### config.mk
export PLATFORM = sky130hd
export DESIGN_NAME = seg7_scan_driver_flat
export DESIGN_NICKNAME = d
export VERILOG_FILES = /design/src/rtl/seg7_scan_if.sv /design/src/rtl/seg7_scan_driver.sv /design/src/flat_wrapper.sv
export SDC_FILE = /design/constraint.sdc
export NUM_CORES = 1
export LEC_CHECK = 0
export ABC_AREA = 1
export CAP_MARGIN = 10
export CORE_ASPECT_RATIO = 1.2
export CORE_MARGIN = 8
export CORE_UTILIZATION = 53
export CTS_CLUSTER_SIZE = 24
export DETAILED_ROUTE_END_ITERATION = 16
export PLACE_DENSITY_LB_ADDON = 0.25
export SKIP_LAST_GASP = 1
export SLEW_MARGIN = 20
export SYNTH_ARGS = -nofsm -noshare
export SYNTH_HDL_FRONTEND = slang
export SYNTH_SLANG_ARGS = --single-unit
### constraint.sdc
create_clock -name clock -period 4.2 [get_ports clock]
set_clock_uncertainty 0.1 [all_clocks]
set_input_delay 0.84 -clock clock [delete_from_list [all_inputs] [get_ports clock]]
set_output_delay 0.84 -clock clock [all_outputs]
set_load 0.1 [all_outputs]
### src/rtl/seg7_scan_if.sv
`default_nettype none
// ============================================================================
// Module   : seg7_scan_if
// Brief    : Display-word load port, decoder loop and pin outputs of the
//            7-segment scan driver.
// Revision : 1.0 - initial release
// ============================================================================
interface seg7_scan_if #(
    parameter int NDIG = 8
);
    logic            load;
    logic [31:0]     data_in;
    logic [3:0]      nibble;
    logic [7:0]      seg_in;
    logic [7:0]      seg_out;
    logic [NDIG-1:0] dig_sel;
    logic            frame_start;
    logic            busy;

    modport master (
        output load, data_in, seg_in,
        input  nibble, seg_out, dig_sel, frame_start, busy
    );

    modport slave (
        input  load, data_in, seg_in,
        output nibble, seg_out, dig_sel, frame_start, busy
    );
endinterface
`default_nettype wire

### src/rtl/seg7_scan_driver.sv
`default_nettype none
// ============================================================================
// Module   : seg7_scan_driver
// Brief    : Time-multiplexed 8-digit 7-segment scanner with blanking gap and
//            frame-aligned double-buffered display word.
//            Option macro SEG7_LEADING_ZERO_BLANK_EN darkens leading zeros.
// Revision : 1.0 - initial release
// ============================================================================
module seg7_scan_driver #(
    parameter int NDIG         = 8,
    parameter int SLOT_CYCLES  = 1024,
    parameter int BLANK_CYCLES = 16
) (
    input  wire logic  clock,
    input  wire logic  reset,
    seg7_scan_if.slave bus
);
    localparam int c_CNT_W = (SLOT_CYCLES > 1) ? $clog2(SLOT_CYCLES) : 1;
    localparam int c_IDX_W = (NDIG > 1) ? $clog2(NDIG) : 1;

    typedef enum logic [0:0] {
        ST_BLANK = 1'b0,
        ST_ON    = 1'b1
    } state_t;

    state_t               r_state;
    state_t               w_state_nxt;
    logic [c_CNT_W-1:0]   r_cnt;
    logic [c_IDX_W-1:0]   r_idx;
    logic [31:0]          r_active;
    logic [31:0]          r_pending;
    logic                 r_busy;
    logic                 r_frame_start;
    logic [7:0]           r_seg;
    logic [NDIG-1:0]      r_dig;

    logic                 w_slot_end;
    logic                 w_last_dig;
    logic                 w_boundary;
    logic [NDIG-1:0]      w_onehot;
    logic [c_IDX_W+1:0]   w_bit_ofs;
    logic                 w_suppress;

    assign w_slot_end = (r_cnt == c_CNT_W'(SLOT_CYCLES - 1));
    assign w_last_dig = (r_idx == c_IDX_W'(NDIG - 1));
    assign w_boundary = w_slot_end && w_last_dig;
    assign w_bit_ofs  = {r_idx, 2'b00};

    assign bus.nibble      = r_active[w_bit_ofs +: 4];
    assign bus.seg_out     = r_seg;
    assign bus.dig_sel     = r_dig;
    assign bus.frame_start = r_frame_start;
    assign bus.busy        = r_busy;

    always_comb begin
        w_onehot        = '0;
        w_onehot[r_idx] = 1'b1;
    end

`ifdef SEG7_LEADING_ZERO_BLANK_EN
    logic w_upper_zero;

    // A digit is a leading zero when it and every more-significant digit are 0.
    always_comb begin
        w_upper_zero = 1'b1;
        for (int i = 0; i < NDIG; i++) begin
            if ((i >= int'(r_idx)) && (r_active[4*i +: 4] != 4'h0)) begin
                w_upper_zero = 1'b0;
            end
        end
        w_suppress = (r_idx != '0) && w_upper_zero;
    end
`else
    assign w_suppress = 1'b0;
`endif

    always_comb begin
        w_state_nxt = r_state;
        case (r_state)
            ST_BLANK: if (r_cnt == c_CNT_W'(BLANK_CYCLES - 1)) w_state_nxt = ST_ON;
            ST_ON:    if (w_slot_end) w_state_nxt = ST_BLANK;
            default:  w_state_nxt = ST_BLANK;
        endcase
    end

    always_ff @(posedge clock or posedge reset) begin
        if (reset) begin
            r_state <= ST_BLANK;
        end else begin
            r_state <= w_state_nxt;
        end
    end

    always_ff @(posedge clock or posedge reset) begin
        if (reset) begin
            r_cnt         <= '0;
            r_idx         <= '0;
            r_active      <= '0;
            r_pending     <= '0;
            r_busy        <= 1'b0;
            r_frame_start <= 1'b0;
            r_seg         <= '0;
            r_dig         <= '0;
        end else begin
            r_cnt <= w_slot_end ? '0 : r_cnt + 1'b1;
            if (w_slot_end) begin
                r_idx <= w_last_dig ? '0 : r_idx + 1'b1;
            end

            // The wrap edge lands in BLANK, so swapping the word here never tears.
            r_frame_start <= w_boundary && r_busy;
            if (w_boundary && r_busy) begin
                r_active <= r_pending;
                r_busy   <= 1'b0;
            end
            if (bus.load) begin
                r_pending <= bus.data_in;
                r_busy    <= 1'b1;
            end

            if (r_state == ST_ON) begin
                r_seg <= w_suppress ? 8'h00 : bus.seg_in;
                r_dig <= w_onehot;
            end else begin
                r_seg <= 8'h00;
                r_dig <= '0;
            end
        end
    end
endmodule
`default_nettype wire
### src/flat_wrapper.sv
// flat-port wrapper written by rule: the top's interface ports become plain ports
module seg7_scan_driver_flat 
#(
    parameter int NDIG         = 8,
    parameter int SLOT_CYCLES  = 1024,
    parameter int BLANK_CYCLES = 16
)
  (clock, reset, bus_load, bus_data_in, bus_seg_in, bus_nibble, bus_seg_out, bus_dig_sel, bus_frame_start, bus_busy);
  seg7_scan_if #(.NDIG(NDIG)) bus_i ();
  input  wire logic clock;
  input  wire logic reset;
  input wire logic [$bits(bus_i.load)-1:0] bus_load;
  input wire logic [$bits(bus_i.data_in)-1:0] bus_data_in;
  input wire logic [$bits(bus_i.seg_in)-1:0] bus_seg_in;
  output wire logic [$bits(bus_i.nibble)-1:0] bus_nibble;
  output wire logic [$bits(bus_i.seg_out)-1:0] bus_seg_out;
  output wire logic [$bits(bus_i.dig_sel)-1:0] bus_dig_sel;
  output wire logic [$bits(bus_i.frame_start)-1:0] bus_frame_start;
  output wire logic [$bits(bus_i.busy)-1:0] bus_busy;
  assign bus_i.load = bus_load;
  assign bus_i.data_in = bus_data_in;
  assign bus_i.seg_in = bus_seg_in;
  assign bus_nibble = bus_i.nibble;
  assign bus_seg_out = bus_i.seg_out;
  assign bus_dig_sel = bus_i.dig_sel;
  assign bus_frame_start = bus_i.frame_start;
  assign bus_busy = bus_i.busy;
  seg7_scan_driver #(.NDIG(NDIG), .SLOT_CYCLES(SLOT_CYCLES), .BLANK_CYCLES(BLANK_CYCLES)) u_core (.clock(clock), .reset(reset), .bus(bus_i));
endmodule
Word level (Yosys, flattened, before mapping)
Index checks and enable logic that the tools add are counted.
{"block": "totals", "out_inout_bits": 22, "word_cells": 33, "ff_bits": 96, "inputBits": 43, "mem_count": 0, "ram_bits": 0, "rom_bits": 0, "latch_bits": 0}
{"block": "classes", "n_shift": 1, "mul": 0, "addsub": 2, "reduce_logical": 4, "n_lt_le_gt_ge": 2, "mux": 11, "eq_ne": 3, "div_mod_pow": 0, "bitwise_logic": 1}
{"cell": "indexed part select 32 x 6 -> 4 bit", "n": 1}
{"cell": "two-way mux 8 bit", "n": 2}
{"cell": "adder 10 x 1 -> 10 bit, second input constant", "n": 1}
{"cell": "== test 10 bit, second input constant", "n": 1}
{"cell": "== test 10 x 4 -> 1 bit, second input constant", "n": 1}
{"cell": "two-way mux 10 bit", "n": 1}
{"cell": "two-way mux 1 bit", "n": 5}
{"cell": "less-than comparator 3 x 4 -> 1 bit, second input constant", "n": 1}
{"cell": "adder 3 x 1 -> 3 bit, second input constant", "n": 1}
{"cell": "demux 1 bit (select 3 bit)", "n": 1}
{"cell": "== test 3 bit, second input constant", "n": 1}
{"cell": ">= comparator 3 x 1 -> 1 bit, second input constant", "n": 1}
{"cell": "logical AND 1 bit", "n": 3}
{"cell": "two-way mux 3 bit", "n": 1}
{"cell": "one-hot mux 1 bit (2 select lines)", "n": 1}
{"cell": "nonzero test 2 bit", "n": 1}
{"cell": "NOT 1 bit", "n": 1}

Depth between registers and ports, before layout
Gate-level depths: netlist of the first run.
{"block": "depth", "word_depth": 5, "ltp_mapped": 9, "mapped_depth_nobuf": 8}

Least setup slack after synthesis of the first run
Ideal clock, no wire load.
{"block": "synth_timing", "kind": "reg2out", "start": "reg u_core.r_idx[0]", "end": "out bus_nibble[2]", "arrival_time_ns": 1.969, "required_time_ns": 3.260, "stages_incl_launch_ff": 8, "path_slack_ns": 1.291, "n_path_buf": 2, "cell_sequence": "dfrtp_1 -> clkbuf_1 -> clkbuf_1 -> nand2_1 -> o211ai_1 -> nand2_1 -> inv_1 -> nand4_1"}
{"block": "synth_between", "elab_chain_cells": 1}
{"item": "start: declaration", "line_no": "seg7_scan_driver.sv:29", "rtl": "logic [c_IDX_W-1:0] r_idx;"}
{"item": "start signal: assignment", "line_no": "seg7_scan_driver.sv:107", "rtl": "r_idx <= w_last_dig ? '0 : r_idx + 1'b1;"}
{"item": "indexed part select 32 x 6 -> 4 bit", "line_no": "seg7_scan_driver.sv:49", "rtl": "assign bus.nibble = r_active[w_bit_ofs +: 4];"}
{"item": "end: declaration", "line_no": "flat_wrapper.sv:15", "rtl": "output wire logic [$bits(bus_i.nibble)-1:0] bus_nibble;"}
No other way between the ends.

Final worst setup path of the first run
{"block": "layout_timing", "start": "reg u_core.r_idx[0]", "end": "out bus_nibble[1]"}
The elaborated chain is that of the path after synthesis.

==> results.sh, run 1 <==
export IMPL_timing_rr_end="u_core.r_active[9]"
export IMPL_sw_frac_of_total_pct=22.9
export IMPL_cts_root_buf="clkbuf_8"
export IMPL_holdCritStartpoint="u_core.r_active[12]"
export IMPL_port_buffers=64
export IMPL_clk_pin_slew_ns=0.08
export IMPL_cts_made_buffers=9
export IMPL_synth_top_area_share_pct=58.6
export IMPL_grt_max_degree=62
export IMPL_rows=35
export IMPL_netlist_top_cell_by_area="dfrtp_1"
export IMPL_crit_path_top_delay_cell="dfrtp_1"
export IMPL_pwr_share_seq_pct=57.7
export IMPL_layout_common_cells="nand2_1 (204), dfrtp_1 (96), clkdlybuf4s50_1 (59), nand3_1 (45), inv_1 (30)"
export IMPL_end_kind="primary output"
export IMPL_core_area_sq_mm=0.00758
export IMPL_setup_ws_ns=1.07
export IMPL_routedWlPerCell_um=12.8
export IMPL_holdPathEnd="u_core.r_active[12]"
export IMPL_grt_pass1_vias=3147
export IMPL_postRouteAntennaNets=0
export IMPL_ys_types=27
export IMPL_worstPathMaxFanout=18
export IMPL_p_leak_nw=2.62
export IMPL_powerDensity_mw_per_mm2=342
export IMPL_r2r_slack_ns=1.97
export IMPL_clkPwrFrac_pct=34.3
export IMPL_cts_buffer_depth=2
export IMPL_pre_cts_slack_ns=1.49
export IMPL_io_pins=65
export IMPL_ys_async_sr_fraction_pct=100
export IMPL_postCtsSetupBuffers=0
export IMPL_slowest_delay_ns=0.67
export IMPL_worst_ep_required_time_ns=3.26
export IMPL_nets=573
export IMPL_peakVddDrop_mv=0.214
export IMPL_vias_per_cell=4.92
export IMPL_htreeDepth=3
export IMPL_syn_area_sq_mm=0.00410
export IMPL_yosysWarningCount=0
export IMPL_p_comb_share_pct=8.0
export IMPL_post_route_drc_count=0
export IMPL_dieHeight_um=112
export IMPL_gp_congestion=0.864
export IMPL_gr_total_overflow=0
export IMPL_slew_viol_final=0
export IMPL_synth_ff_type="dfrtp_1"
export IMPL_wl_um=7960
export IMPL_hold_class="reg -> reg"
export IMPL_rsz0062_at_grt="false"
export IMPL_hpwl_um=5720
export IMPL_fin_crit_sh_pct=74.4
export IMPL_clock_sinks=96
export IMPL_internal_power_mw=1.30
export IMPL_period_minus_slack_ns=3.13
export IMPL_fmax_mhz=320
export IMPL_ys_seq_area_share_pct=58.6
export IMPL_regToRegStartpoint="u_core.r_idx[0]"
export IMPL_synthesis_nets=516
export IMPL_dr_total_vias=3068
export IMPL_r2r_cells=6
export IMPL_syn_area_per_cell_sq_um=8.72
export IMPL_setup_violations=0
export IMPL_ys_ff_latch=96
export IMPL_tightestPinTransition_ns=0.985
export IMPL_p_sw_mw=0.386
export IMPL_tritoncts="yes"
export IMPL_drtIter0Drc=114
export IMPL_path_cells="inv_1 > nor2_1 > nand2_1 > nand2_1 > inv_1 > nand4_1 > buf_4"
export IMPL_cts_resized=0
export IMPL_cp_arrival_ns=2.19
export IMPL_clock_latency_ns=0.35
export IMPL_synth_edf_count=0
export IMPL_ys_top_cells_by_area="dfrtp_1 (59%), nand2_1 (19%), nand3_1 (5.5%)"
export IMPL_antenna_found_initial=0
export IMPL_worst_hold_path_num_cells=2
export IMPL_die_area_sq_mm=0.0108
export IMPL_finalSetupTns_ns=0
export IMPL_firstDrtPassIters=4
export IMPL_area_growth_pct=20.0
export IMPL_initial_core_util_pct=54.1
export IMPL_outcome="complete, no violations"
export IMPL_chipWidth_um=96.3
export IMPL_cts_hold_buf=0
export IMPL_hold_violations=0
export IMPL_grtUsageTotal_pct=15.9
export IMPL_maxCapViolCount=0
export IMPL_synthCells=470
export IMPL_grt_pass1_wl_um=13900
export IMPL_cp_start_kind="flip-flop"
export IMPL_antennaDiodeCount=0
export IMPL_slew_headroom_pct=34.1
export IMPL_critPathKind="reg -> out"
export IMPL_drive_above_1_share_pct=7.16
export IMPL_layout_commonest_cell="nand2_1"
==> routing by layer <==
layer | track usage, % | vias up | part of all wire (%)
li1 | - | 1568 | -
met1 | 19.1 | 1414 | 44
met5 | 0 | - | 0
met4 | 5.36 | 0 | 1.4
met3 | 4.54 | 10 | 6.7
met2 | 26.4 | 76 | 48
==> how the worst max path moves through the flow <==
stage / to / from / slack, ns
global placement: bus_nibble[2] / u_core.r_idx[0] / 1.54
floorplan: u_core.bus.busy / reset / 0.75
global route: bus_nibble[1] / u_core.r_idx[0] / 0.86
CTS: bus_nibble[1] / u_core.r_idx[0] / 1.07
finish: bus_nibble[1] / u_core.r_idx[0] / 1.07
detailed placement: bus_nibble[1] / u_core.r_idx[0] / 1.49
==> cell usage after synthesis (2+ instances only) <==
library cell and n:
nor2_1 28, nand3_1 45, nand2_2 2, nand4_1 5, dfrtp_1 96, o21ai_0 11, nor3_1 2, ha_1 3
buf_6 6, inv_1 31, or2_2 4, buf_2 4, nand2_1 204, nand2_4 2, clkbuf_1 11, nor2_4 3
xor2_1 3
==> worst max-delay path: cells and delay by family, from the launching register on <==
family,cells,cell delay (ns)
buf+inv,3,0.64
flops,1,0.67
simple gates,4,0.52
==> cell families (layout without fill, tap and decap cells) <==
| family | count (synthesis) | in the layout | synth area share [%] |
|---|---|---|---|
| DFF | 96 | 96 | 58.6 |
| and+or+nand+nor | 300 | 300 | 31.5 |
| buffers and inverters | 53 | 114 | 6.32 |
| xor gates and xnor gates | 4 | 4 | 0.855 |
| AOI/OAI and AO/OA | 14 | 14 | 1.80 |
| adders and majority gates | 3 | 3 | 0.916 |
==> per-stage QoR <==
step / utilization [%] / instance area (sq um) / total power, mW / cells / hold slack, ns
3_3_place_gp: 62.5 / 4730 / 1.12 / 608 / 0.357
2_1_floorplan: - / 4100 / 1.06 / 470 / 0.334
4_1_cts: 64.9 / 4920 / 1.70 / 623 / 0.378
3_5_place_dp: 62.5 / 4730 / 1.13 / 608 / 0.358
6_report: 64.9 / 4920 / 1.68 / 623 / 0.374
5_1_grt: 64.9 / 4920 / 1.76 / 623 / 0.391
==> registers in the layout, indices dropped and copies added (netlist names) <==
signal and count:
u_core.r_state 1, u_core.bus.seg_out 8, u_core.bus.frame_start 1, u_core.r_pending 32, u_core.bus.dig_sel 8, u_core.r_idx 3
u_core.r_cnt 10, u_core.bus.busy 1, u_core.r_active 32
==> power by group through the flow <==
stage                     Combinational [mW]  Clock, mW  Sequential (mW)
final                                  0.134      0.577            0.971
after global routing                   0.151      0.630            0.975
after CTS                              0.137      0.596            0.971
after detailed placement               0.137          0            0.989
after global placement                 0.134          0            0.988
after floorplan                       0.0478          0             1.01
==> final cells by class <==
class | instances | area (sq um)
Sequential cell | 96 | 2400
Clock buffer | 11 | 141
Timing Repair Buffer | 68 | 658
Inverter | 31 | 119
Fill cell | 666 | 2660
Clock inverter | 4 | 45.0
Tap cell | 92 | 115
Multi-Input combinational cell | 321 | 1440
Power figures use the tool's default switching activity.
==> run 2, diff against run 1 <==
- CORE_UTILIZATION: 53 -> 48
- clock period: 4.2 -> 2.6 ns (I/O delays scaled with it)
==> results.sh, run 2 (synthesis results as in run 1) <==
export IMPL_dr_total_vias=3104
export IMPL_p_leak_nw=2.71
export IMPL_clock_latency_ns=0.35
export IMPL_path_buf_inv=3
export IMPL_regToRegStartpoint="u_core.r_idx[0]"
export IMPL_worst_hold_path_num_cells=2
export IMPL_port_buffers=64
export IMPL_hpwl_um=5900
export IMPL_r2r_slack_ns=0.67
export IMPL_wl_um=8330
export IMPL_reg_top3="u_core.r_active x32, u_core.r_pending x32, u_core.r_cnt x10"
export IMPL_gp_congestion=0.869
export IMPL_cp_arrival_ns=1.85
export IMPL_vias_per_cell=4.73
export IMPL_slowest_delay_ns=0.45
export IMPL_peakVddDrop_mv=0.312
export IMPL_holdPathEnd="u_core.r_active[28]"
export IMPL_initial_core_util_pct=48.7
export IMPL_tritoncts="yes"
export IMPL_cts_buffer_depth=2
export IMPL_critPathKind="reg -> out"
export IMPL_area_growth_pct=24.2
export IMPL_end_kind="primary output"
export IMPL_fmax_mhz=405
export IMPL_slew_headroom_pct=67.0
export IMPL_total_power_mw=2.88
export IMPL_powerDensity_mw_per_mm2=566
export IMPL_post_route_drc_count=0
export IMPL_die_area_sq_mm=0.0118
export IMPL_use_met3_pct=3.79
export IMPL_path_depth=7
export IMPL_layout_common_cells="nand2_1 (204), dfrtp_1 (95), nand3_1 (45), clkdlybuf4s50_1 (42), inv_1 (29)"
export IMPL_cts_root_buf="clkbuf_8"
export IMPL_postRouteAntennaNets=0
export IMPL_cts_hold_buf=0
export IMPL_grt_pass1_vias=3092
export IMPL_fin_crit_sh_pct=94.9
export IMPL_crit_family="simple AND/OR/NAND/NOR gates"
export IMPL_routedWlPerCell_um=12.7
export IMPL_rows=37
export IMPL_met2_usage_pct=25.5
export IMPL_gr_total_overflow=0
export IMPL_outcome="complete, no violations"
export IMPL_grtUsageTotal_pct=15.1
export IMPL_cp_start_kind="flip-flop"
export IMPL_drive_above_1_share_pct=12.8
export IMPL_grt_pass1_wl_um=14200
export IMPL_clk_pin_slew_ns=0.09
export IMPL_nets=580
export IMPL_period_minus_slack_ns=2.47
export IMPL_path_cells="buf_4 > or2_2 > nand3_1 > nand2_1 > inv_1 > nand4_1 > buf_12"
export IMPL_fin_cells=656
export IMPL_grt_busiest_layer="met2"
export IMPL_drtIter0Drc=136
export IMPL_final_util_pct=60.4
export IMPL_post_dp_cell_area_sq_mm=0.00482
export IMPL_crit_path_top_delay_cell="dfrtp_2"
export IMPL_placed_cells=636
export IMPL_grt_max_degree=97
export IMPL_r2r_cells=8
export IMPL_hold_class="reg -> reg"
export IMPL_worstPathMaxFanout=11
export IMPL_tightestPinTransition_ns=0.495
export IMPL_htreeDepth=3
export IMPL_layout_commonest_cell="nand2_1"
export IMPL_clock_sinks=96
export IMPL_antennaDiodeCount=0
export IMPL_cts_made_buffers=9
export IMPL_io_pins=65
export IMPL_finalSetupTns_ns=0
export IMPL_antenna_found_initial=0
export IMPL_slew_viol_final=0
export IMPL_core_area_sq_mm=0.00843
export IMPL_holdCritStartpoint="u_core.r_active[28]"
export IMPL_met1_usage_pct=18.4
export IMPL_maxCapViolCount=0
export IMPL_crit_path_start="u_core.r_idx[0]"
export IMPL_timing_rr_end="u_core.r_active[6]"
export IMPL_chipWidth_um=100
export IMPL_firstDrtPassIters=4
export IMPL_worst_ep_required_time_ns=1.98
export IMPL_rsz0062_at_grt="true"
export IMPL_fin_area_sq_mm=0.00509
export IMPL_dieHeight_um=117
export IMPL_setup_violations=0
export IMPL_hold_violations=0
==> run 2: changes by cell type in the layout (fill, tap and decap cells not counted), moves of 2 or more <==
cell / delta
buf_4: +17
buf_12: +6
clkinvlp_4: +2
nor2_1: -3
clkdlybuf4s50_1: -17
nor2_2: +3
==> run 2: through the flow <==
step / hold slack, ns / worst slack (ns)
after floorplan: 0.334 / 0.0110
after global placement: 0.355 / 0.502
after detailed placement: 0.359 / 0.441
after CTS: 0.379 / 0.0395
after global routing: 0.401 / 0.00306
final: 0.372 / 0.133
==> run 2: worst reg2reg max path: cells and delay by family, from the launching register on <==
kind | cells | cell delay (ns)
simple gates | 3 | 0.36
flops | 1 | 0.43
buf+inv | 3 | 0.60
fa+ha+maj | 2 | 0.39
==> run 2: how the worst max path moves through the flow <==
stage	end
2_1_floorplan	bus_nibble[2]
3_3_place_gp	bus_nibble[2]
3_5_place_dp	bus_nibble[2]
4_1_cts	bus_nibble[2]
5_1_grt	bus_nibble[1]
6_report	bus_nibble[0]
==> run 2: metal layers <==
| layer | vias up | share of wire [%] |
|---|---|---|
| li1 | 1584 | - |
| met1 | 1450 | 45 |
| met2 | 63 | 50 |
| met3 | 7 | 4.3 |
| met4 | 0 | 1.1 |
| met5 | - | 0 |
==> run 2: what timing repair did <==
| action | 4_1_cts | 5_1_grt |
|---|---|---|
| endpoints found under the setup margin | 0 | 3 |
| gates resized for setup | 0 | 5 |
| buffers inserted | 0 | 3 |
==> run 2: power by group <==
part	switching [mW]	internal, mW	total, mW
Clock	0.500	0.593	1.09
Combinational	0.128	0.0913	0.219
Sequential	0.0272	1.54	1.57
Total	0.655	2.23	2.88
==> run 2: layout make-up <==
class | count | area, sq um
inverters | 31 | 124
multi-input cells | 321 | 1450
repair buffers | 74 | 736
clock inverters | 5 | 78.8
clock buffers | 11 | 151
flip-flops and latches | 96 | 2400
well taps | 117 | 146
repair inverters | 1 | 5.00
fillers | 774 | 3330
